===== src/rtl/ysyx_22041412_ifu_if.sv =====
// Fetch-stage bus bundle: instruction-memory request/response, redirect input
// and the decode-facing instruction handshake.
interface ysyx_22041412_ifu_if;
  logic        imem_req_valid;
  logic        imem_req_ready;
  logic [63:0] imem_req_addr;
  logic        imem_rsp_valid;
  logic [31:0] imem_rsp_data;
  logic        imem_rsp_err;
  logic        redirect_valid;
  logic [63:0] redirect_pc;
  logic        inst_valid;
  logic        inst_ready;
  logic [31:0] inst;
  logic [63:0] inst_pc;
  logic [1:0]  inst_fault;

  modport master (
    output imem_req_valid, imem_req_addr, inst_valid, inst, inst_pc, inst_fault,
    input  imem_req_ready, imem_rsp_valid, imem_rsp_data, imem_rsp_err,
           redirect_valid, redirect_pc, inst_ready
  );

  modport slave (
    input  imem_req_valid, imem_req_addr, inst_valid, inst, inst_pc, inst_fault,
    output imem_req_ready, imem_rsp_valid, imem_rsp_data, imem_rsp_err,
           redirect_valid, redirect_pc, inst_ready
  );
endinterface


===== src/rtl/ysyx_22041412_ifu.sv =====
// Instruction fetch: in-order imem requests under a credit limit, response FIFO,
// redirect flush with drop counting, and bus-error / misalignment fault reporting.
module ysyx_22041412_ifu #(
  parameter logic [63:0] RESET_PC = 64'h0000_0000_8000_0000,
  parameter int unsigned DEPTH    = 2
) (
  input logic                 clk,
  input logic                 rst_n,
  ysyx_22041412_ifu_if.master bus
);
  localparam int AW = $clog2(DEPTH);
  localparam int CW = AW + 1;
  localparam logic [1:0] F_NONE = 2'b00, F_BUS = 2'b01, F_MIS = 2'b10;

  typedef enum logic {RUN, HALT} state_e;
  typedef struct packed {
    logic [31:0] inst;
    logic [63:0] pc;
    logic [1:0]  fault;
  } ent_t;

  state_e        state_q, state_d;
  logic [63:0]   pc_q, pc_d;
  logic [CW-1:0] count_q, count_d, outst_q, outst_d, drop_q, drop_d, live;
  logic [AW-1:0] rd_q, rd_d, wr_q, wr_d, push_idx;
  ent_t          mem_q [DEPTH];
  ent_t          push_ent;
  logic          push, pop, req_fire;
  logic [CW:0]   credit;

  assign live   = outst_q - drop_q;
  assign credit = {1'b0, count_q} + {1'b0, live};

  // Gated by rst_n so nothing is requested while reset is held.
  assign bus.imem_req_valid = rst_n & (state_q == RUN) & ~bus.redirect_valid &
                              (credit < (CW+1)'(DEPTH));
  assign bus.imem_req_addr  = pc_q;
  assign req_fire           = bus.imem_req_valid & bus.imem_req_ready;

  assign bus.inst_valid = (count_q != '0);
  assign bus.inst       = bus.inst_valid ? mem_q[rd_q].inst  : '0;
  assign bus.inst_pc    = bus.inst_valid ? mem_q[rd_q].pc    : '0;
  assign bus.inst_fault = bus.inst_valid ? mem_q[rd_q].fault : '0;
  assign pop            = bus.inst_valid & bus.inst_ready;

  always_comb begin
    state_d  = state_q;
    pc_d     = pc_q + (req_fire ? 64'd4 : 64'd0);
    outst_d  = outst_q + CW'(req_fire) - CW'(bus.imem_rsp_valid);
    drop_d   = drop_q;
    count_d  = count_q;
    rd_d     = rd_q;
    wr_d     = wr_q;
    push     = 1'b0;
    push_idx = wr_q;
    push_ent = '0;
    if (bus.redirect_valid) begin
      // Everything in flight is stale, including a same-cycle response.
      drop_d   = outst_d;
      count_d  = '0;
      rd_d     = '0;
      wr_d     = '0;
      push_idx = '0;
      if (bus.redirect_pc[1:0] != 2'b00) begin
        push           = 1'b1;
        push_ent.pc    = bus.redirect_pc;
        push_ent.fault = F_MIS;
        count_d        = CW'(1);
        wr_d           = AW'(1);
        state_d        = HALT;
      end else begin
        pc_d    = bus.redirect_pc;
        state_d = RUN;
      end
    end else begin
      if (bus.imem_rsp_valid) begin
        if (drop_q != '0) begin
          drop_d = drop_q - CW'(1);
        end else begin
          // Oldest live request was issued live*4 bytes behind pc_q.
          push        = 1'b1;
          push_ent.pc = pc_q - (64'(live) << 2);
          if (bus.imem_rsp_err) begin
            push_ent.fault = F_BUS;
            state_d        = HALT;
            drop_d         = outst_d;
          end else begin
            push_ent.inst  = bus.imem_rsp_data;
            push_ent.fault = F_NONE;
          end
        end
      end
      if (pop)  rd_d = rd_q + AW'(1);
      if (push) wr_d = wr_q + AW'(1);
      count_d = count_q + CW'(push) - CW'(pop);
    end
  end

  always_ff @(posedge clk or negedge rst_n) begin
    if (!rst_n) begin
      state_q <= RUN;
      pc_q    <= RESET_PC;
      count_q <= '0;
      outst_q <= '0;
      drop_q  <= '0;
      rd_q    <= '0;
      wr_q    <= '0;
    end else begin
      state_q <= state_d;
      pc_q    <= pc_d;
      count_q <= count_d;
      outst_q <= outst_d;
      drop_q  <= drop_d;
      rd_q    <= rd_d;
      wr_q    <= wr_d;
    end
  end

  always_ff @(posedge clk) begin
    if (push) mem_q[push_idx] <= push_ent;
  end
endmodule


===== src/flat_wrapper.sv =====
// flat-port wrapper written by rule: the top's interface ports become plain ports
module ysyx_22041412_ifu_flat 
#(
  parameter logic [63:0] RESET_PC = 64'h0000_0000_8000_0000,
  parameter int unsigned DEPTH    = 2
)
  (clk, rst_n, bus_imem_req_valid, bus_imem_req_addr, bus_inst_valid, bus_inst, bus_inst_pc, bus_inst_fault, bus_imem_req_ready, bus_imem_rsp_valid, bus_imem_rsp_data, bus_imem_rsp_err, bus_redirect_valid, bus_redirect_pc, bus_inst_ready);
  ysyx_22041412_ifu_if bus_i ();
  input logic clk;
  input logic rst_n;
  output wire logic [$bits(bus_i.imem_req_valid)-1:0] bus_imem_req_valid;
  output wire logic [$bits(bus_i.imem_req_addr)-1:0] bus_imem_req_addr;
  output wire logic [$bits(bus_i.inst_valid)-1:0] bus_inst_valid;
  output wire logic [$bits(bus_i.inst)-1:0] bus_inst;
  output wire logic [$bits(bus_i.inst_pc)-1:0] bus_inst_pc;
  output wire logic [$bits(bus_i.inst_fault)-1:0] bus_inst_fault;
  input wire logic [$bits(bus_i.imem_req_ready)-1:0] bus_imem_req_ready;
  input wire logic [$bits(bus_i.imem_rsp_valid)-1:0] bus_imem_rsp_valid;
  input wire logic [$bits(bus_i.imem_rsp_data)-1:0] bus_imem_rsp_data;
  input wire logic [$bits(bus_i.imem_rsp_err)-1:0] bus_imem_rsp_err;
  input wire logic [$bits(bus_i.redirect_valid)-1:0] bus_redirect_valid;
  input wire logic [$bits(bus_i.redirect_pc)-1:0] bus_redirect_pc;
  input wire logic [$bits(bus_i.inst_ready)-1:0] bus_inst_ready;
  assign bus_imem_req_valid = bus_i.imem_req_valid;
  assign bus_imem_req_addr = bus_i.imem_req_addr;
  assign bus_inst_valid = bus_i.inst_valid;
  assign bus_inst = bus_i.inst;
  assign bus_inst_pc = bus_i.inst_pc;
  assign bus_inst_fault = bus_i.inst_fault;
  assign bus_i.imem_req_ready = bus_imem_req_ready;
  assign bus_i.imem_rsp_valid = bus_imem_rsp_valid;
  assign bus_i.imem_rsp_data = bus_imem_rsp_data;
  assign bus_i.imem_rsp_err = bus_imem_rsp_err;
  assign bus_i.redirect_valid = bus_redirect_valid;
  assign bus_i.redirect_pc = bus_redirect_pc;
  assign bus_i.inst_ready = bus_inst_ready;
  ysyx_22041412_ifu #(.RESET_PC(RESET_PC), .DEPTH(DEPTH)) u_core (.clk(clk), .rst_n(rst_n), .bus(bus_i));
endmodule

===== config.mk =====
export PLATFORM = sky130hd
export DESIGN_NAME = ysyx_22041412_ifu_flat
export DESIGN_NICKNAME = d
export VERILOG_FILES = /design/src/rtl/ysyx_22041412_ifu_if.sv /design/src/rtl/ysyx_22041412_ifu.sv /design/src/flat_wrapper.sv
export SDC_FILE = /design/constraint.sdc
export NUM_CORES = 1
export LEC_CHECK = 0
export CORE_ASPECT_RATIO = 1.25
export CORE_MARGIN = 4
export CORE_UTILIZATION = 51
export DETAILED_ROUTE_END_ITERATION = 12
export GPL_TIMING_DRIVEN = 1
export PLACE_DENSITY = 0.89
export SLEW_MARGIN = 20
export SYNTH_ARGS = -nofsm -noshare
export SYNTH_HDL_FRONTEND = slang
export SYNTH_SLANG_ARGS = --single-unit

===== constraint.sdc =====
create_clock -name clk -period 6.54 [get_ports clk]
set_input_delay 0.654 -clock clk [delete_from_list [all_inputs] [get_ports clk]]
set_output_delay 0.654 -clock clk [all_outputs]
set_load 0.03 [all_outputs]

==> impl_metrics.toml, run 1 <==
[finish]
synthToLayoutAreaGrowth_pct = 26.6
fin_nets = 1660
utilization_pct = 66.1
antenna_cells = 0
drive_gt1_share_pct = 4.98
ff_latch_area_um2 = 7720
multi_input_area_um2 = 5920
fill_cells = 2004
layout.cells.non_filler = 1911

[synthesis]
synth_flop_cell = "edfxtp_1"
yosys-top-cells-count = "196 x edfxtp_1, 165 x nor2_1, 126 x nand2_1"
synth_edf_count = 196
synth_top_cell_by_area = "edfxtp_1"
netlist.area_leader.share_pct = 41.7
synth_warnings = 0
syn-num-nets = 1466
syn_area_per_cell_um2 = 10.4
synth_area_um2 = 14100
ys_seq_area_share_pct = 54.6
syn_inst = 1352
synth_cell_types = 60
async_flop_share_pct = 27.1
synth_seq_cells = 269
synthTopCellsByArea = "edfxtp_1 42%, dfrtp_1 13%, mux2i_1 6.9%"
yosysMostFrequentCell = "edfxtp_1"

[worst_setup_path]
start_kind = "flop"
critical_path_arrival_ns = 4.98
crit_required_ns = 6.98
critical_path_class = "reg2reg"
path_max_fanout = 15
end_kind = "flop"

[floorplan]
rows = 67
initial_core_util_pct = 52.2
pin_count = 267
core_um2 = 27100
die-area_um2 = 30400
die_w_um = 157
die_h_um = 194

[power]
totalPowerFinal_uw = 6860
p_leak_uw = 0.00634
vdd_drop_max_mv = 0.215
power.density_nw_per_um2 = 384

[placement]
dpl.hpwl_um = 27900
finalWeightedCongestion = 0.877
dpl_worst_slack_ns = 2.14
place_inst = 1860
io_buffer_count = 266

[clocking]
cts_buffers = 27
cts_sinks = 269
clk_pin_slew_ns = 0.06
cts-resized-gates = 0
cts_tree = "yes"
clock_path_buffers = 3
clock_latency_ns = 0.53
root_buffer = "clkbuf_16"
h-tree-depth = 1

[global_routing]
grt_use_met1_pct = 33.2
use_met3_pct = 3.82
grt_first_pass_wirelength_um = 64500
antenna_found_initial = 1
use_met2_pct = 45.8
grt_usage_pct = 26.4
grt_pass1_vias = 11800
grt_max_degree = 82
top_usage_layer = "met2"
grt-ovfl-total = 0

[route]
firstDrtPassIters = 5
vias_per_cell = 6.17
avgRoutedWirePerCell_um = 21.6
dr_total_vias = 11800
drc_errors = 0
drtIter0Drc = 1258
wirelength_um = 41300
antenna_left = 0

[sta]
period_share_pct = 69.4
hold_viol = 0
worst_slew_pin_slew_ns = 0.917
slew_headroom_pct = 38.4
drv_slew = 0
setup_viol = 0
timing.final.crit_period_ns = 4.54
setup_slack_ns = 2.00
fmax_mhz = 220
final.setup_skew_ns = 0.0118
final.setup.tns_ns = 0
rsz0062_at_grt = "no"

[flow_run]
maxCapViolCount = 0

[outcome]
status = "finished, final reports clean"

[worst_hold_path]
min_path_type = "in2async"
## final cells by class
type | instances | area share (%)
sequential | 269 | 43.1
multi-input combinational | 947 | 33.1
timing repair buffer | 282 | 15.6
clock buffer | 38 | 4.24
tap | 345 | 2.41
clock inverter | 11 | 1.16
inverter | 19 | 0.399
## worst paths after layout
kind	start	to	slack (ns)	cells after the start
worst min register to register	u_core.bus.imem_req_addr[0]	u_core.bus.imem_req_addr[0]	0.51	1
min in group clk	u_core.bus.imem_req_addr[0]	u_core.bus.imem_req_addr[0]	0.51	1
worst max register to register	u_core.drop_q[0]	u_core.bus.imem_req_addr[51]	2.00	13
worst max-delay path	u_core.drop_q[0]	u_core.bus.imem_req_addr[51]	2.00	13
worst min-delay path	rst_n	u_core.bus.imem_req_addr[19]	0.50	2
max in group asynchronous	rst_n	u_core.rd_q	4.81	3
## worst max-delay path, cell delays in order (launching register included)
cell	delay [ns]
dfrtp_1	0.42
ha_1	0.22
xor2_1	0.16
xnor2_1	0.21
fa_1	0.54
nand4b_1	0.12
nor2_1	0.17
and2_1	0.19
ha_1	0.21
nand2_1	0.21
nor4_1	0.65
nand3_1	0.54
or4_1	0.65
a31oi_1	0.18
## stage by stage
stage / cell area (um^2) / hold slack (ns)
2_1_floorplan: 14100 / 0.358
3_5_place_dp: 16900 / 0.495
5_1_grt: 17900 / 0.494
3_3_place_gp: 16900 / 0.493
6_report: 17900 / 0.505
4_1_cts: 17900 / 0.504
## cells in the final DEF, fill, tap and decap left out, types with 9 or more instances in the layout
master / synthesis / layout
a21oi_1: 13 / 13
a31oi_1: 23 / 23
and2_1: 41 / 40
and3_1: 12 / 12
buf_4: 0 / 15
clkbuf_16: 0 / 28
clkdlybuf4s50_1: 0 / 265
dfrtp_1: 72 / 71
edfxtp_1: 196 / 196
ha_1: 9 / 9
inv_1: 19 / 19
mux2i_1: 98 / 98
nand2_1: 126 / 126
nand3_1: 71 / 71
nand4_1: 34 / 34
nor2_1: 165 / 162
nor3_1: 26 / 26
nor4_1: 20 / 20
o211ai_1: 20 / 20
o21ai_0: 81 / 81
or3_1: 23 / 23
or4_1: 25 / 25
xnor2_1: 31 / 31
xor2_1: 40 / 40
## repair_timing
action | CTS | global route
buffers inserted | 0 | 0
hold buffers | 1 | 0
endpoints found under the hold margin | 6 | 0
## flip-flops by register name, summed over array words and instances, names as in the netlist
name	count
u_core.state_q	1
u_core.bus.imem_req_addr	64
u_core.mem_q	196
u_core.outst_q	2
u_core.rd_q	1
u_core.drop_q	2
u_core.wr_q	1
u_core.count_q	2
## kinds of logic (layout without fill, tap and decap cells)
logic type               after synthesis  in the layout  share of synthesized area (%)
AO/OA/AOI/OAI                        179            179                           8.02
AND/OR/NAND/NOR                      587            587                           21.1
flip-flops                           269            269                           54.6
XOR/XNOR                              71             71                           4.40
buffers and inverters                136            350                           3.81
adder cells (fa/ha/maj)               11             11                           1.08
multiplexers                          99             99                           7.02
## power breakdown
group          internal (uW)  leakage, uW  switching, uW
Combinational           1080      0.00310           1700
Clock                   1040     0.000461            640
Sequential              2120      0.00279            278
## routing by layer
| metal | vias to the layer above | wire length, um |
|---|---|---|
| met2 | 707 | 21100 |
| li1 | 5303 | - |
| met4 | 2 | 1650 |
| met3 | 138 | 3580 |
| met1 | 5636 | 15000 |
| met5 | - | 17 |
Power figures use the tool's default switching activity.
==> inputs of run 2 (changes only) <==
==> constraint.sdc (replaced) <==
create_clock -name clk -period 4.6 [get_ports clk]
set_input_delay 0.46 -clock clk [delete_from_list [all_inputs] [get_ports clk]]
set_output_delay 0.46 -clock clk [all_outputs]
set_load 0.03 [all_outputs]
==> impl_metrics.toml, run 2 (synthesized netlist as in run 1, its figures left out) <==
[outcome]
status = "finished, final reports clean"

[worst_setup_path]
path_max_fanout = 15
crit_required_ns = 5.04
end_kind = "flop"
critical_path_class = "reg2reg"
critical_path_arrival_ns = 4.65
reg2reg_slack_ns = 0.39
start_kind = "flop"

[power]
pwr-share-seq_pct = 35.9
p_switching_uw = 3730
internal-power_uw = 5840
combPwrFrac_pct = 41.3
vdd_drop_max_mv = 0.274
power.density_nw_per_um2 = 535
switching_share_pct = 38.9
p_leak_uw = 0.00636
pwr-share-clk_pct = 22.7

[floorplan]
core_um2 = 27100
pin_count = 267
die-area_um2 = 30400
die_h_um = 194
rows = 67
die_w_um = 157
initial_core_util_pct = 52.2

[finish]
layout_commonest_cell = "clkdlybuf4s50_1"
drive_gt1_share_pct = 5.46
fin_nets = 1668
final_cell_mix = "265 x clkdlybuf4s50_1, 196 x edfxtp_1, 161 x nor2_1"
synthToLayoutAreaGrowth_pct = 26.7
regMostFlops = "u_core.mem_q"
fill_cells = 2001
largest_register_ffs = 196

[route]
antenna_left = 0
dr_total_vias = 11800
drtIter0Drc = 1374
drc_errors = 0
avgRoutedWirePerCell_um = 21.2
wirelength_um = 40800
vias_per_cell = 6.12
firstDrtPassIters = 6

[flow_run]
maxCapViolCount = 0

[clocking]
cts_buffers = 28
clock_path_buffers = 3
h-tree-depth = 1
clk_pin_slew_ns = 0.06
cts-resized-gates = 0
cts_tree = "yes"
root_buffer = "clkbuf_16"
clock_latency_ns = 0.54
cts_sinks = 269

[global_routing]
use_met2_pct = 44.3
grt_usage_pct = 25.8
antenna_found_initial = 1
top_usage_layer = "met2"
grt_first_pass_wirelength_um = 63300
grt_pass1_vias = 11700
grt-ovfl-total = 0
grt_use_met1_pct = 32.1
grt_max_degree = 69
use_met3_pct = 3.35

[placement]
finalWeightedCongestion = 0.910
io_buffer_count = 266
dpl.hpwl_um = 28000

[sta]
worst_slew_pin_slew_ns = 1.02
timing.final.crit_period_ns = 4.21
final.setup.tns_ns = 0
slew_headroom_pct = 31.7
period_share_pct = 91.5
fmax_mhz = 238
setup_viol = 0
hold_slack_ns = 0.452
drv_slew = 0
hold_viol = 0
final.setup_skew_ns = 0.0148
rsz0062_at_grt = "no"

[worst_hold_path]
min_path_type = "in2async"
==> run 2: changes by cell type in the layout (fill, tap and decap cells not counted), sizes merged <==
cell      change
clkbuf        -3
bufinv        -4
clkinvlp      -1
buf           +7
diode         +1
clkinv       +11
==> run 2: repair_timing <==
| action | CTS | global route |
|---|---|---|
| hold buffers | 1 | 0 |
| endpoints found under the setup margin | 0 | 0 |
| setup buffers | 0 | 0 |
| hold endpoints to repair | 36 | 0 |
==> run 2: per-layer routing <==
metal  share of wire, %  routed length (um)
met4                5.3                2150
met1                 37               15100
met2                 50               20300
met3                8.0                3270
met5                  0                   0
==> run 2: power by group through the flow <==
stage                     Combinational [uW]  Clock, uW  Sequential [uW]
after floorplan                         2390          0             3400
after global placement                  3870          0             3450
after detailed placement                3940          0             3470
after CTS                               3970       2210             3430
after global routing                    4200       2310             3480
final                                   3960       2180             3440
==> run 2: cell type report <==
type / instances / area (um^2) / share of cell area, %
multi-input combinational: 947 / 5920 / 33.1
clock inverter: 17 / 133 / 0.741
antenna: 1 / 2.50 / 0.0140
tap: 345 / 432 / 2.41
sequential: 269 / 7720 / 43.1
clock buffer: 35 / 748 / 4.18
timing repair buffer: 289 / 2870 / 16.1
inverter: 19 / 71.3 / 0.399
==> run 2: worst max-delay path, cell delays in order (launching register included) <==
cell,delay (ns)
dfrtp_1,0.42
ha_1,0.22
xor2_1,0.16
xnor2_1,0.21
fa_1,0.54
nand4b_1,0.09
nor2_1,0.16
and2_1,0.17
ha_1,0.21
nand2_1,0.21
nor4_1,0.30
buf_4,0.18
nand3_1,0.38
or4_1,0.64
a31oi_1,0.21
==> run 2: path summary, 6_finish.rpt <==
kind | start | end | depth (start not counted)
min | rst_n | u_core.bus.imem_req_addr[28] | 2
max reg2reg | u_core.drop_q[0] | u_core.bus.imem_req_addr[51] | 14
max in group asynchronous | rst_n | u_core.rd_q | 3
min reg2reg | u_core.state_q | u_core.state_q | 2
max | u_core.drop_q[0] | u_core.bus.imem_req_addr[51] | 14
min in group clk | bus_redirect_pc[31] | u_core.bus.imem_req_addr[31] | 3
==> run 2: per-stage QoR <==
step	area [um^2]	utilization [%]	instances	setup WS [ns]	power, uW
floorplan	14100	-	1352	0.184	5790
global placement	17000	62.8	1868	0.676	7320
detailed placement	17000	62.8	1868	0.486	7410
CTS	17900	66.1	1921	0.454	9610
global route	17900	66.1	1922	0.104	9990
finish	17900	66.1	1922	0.393	9570
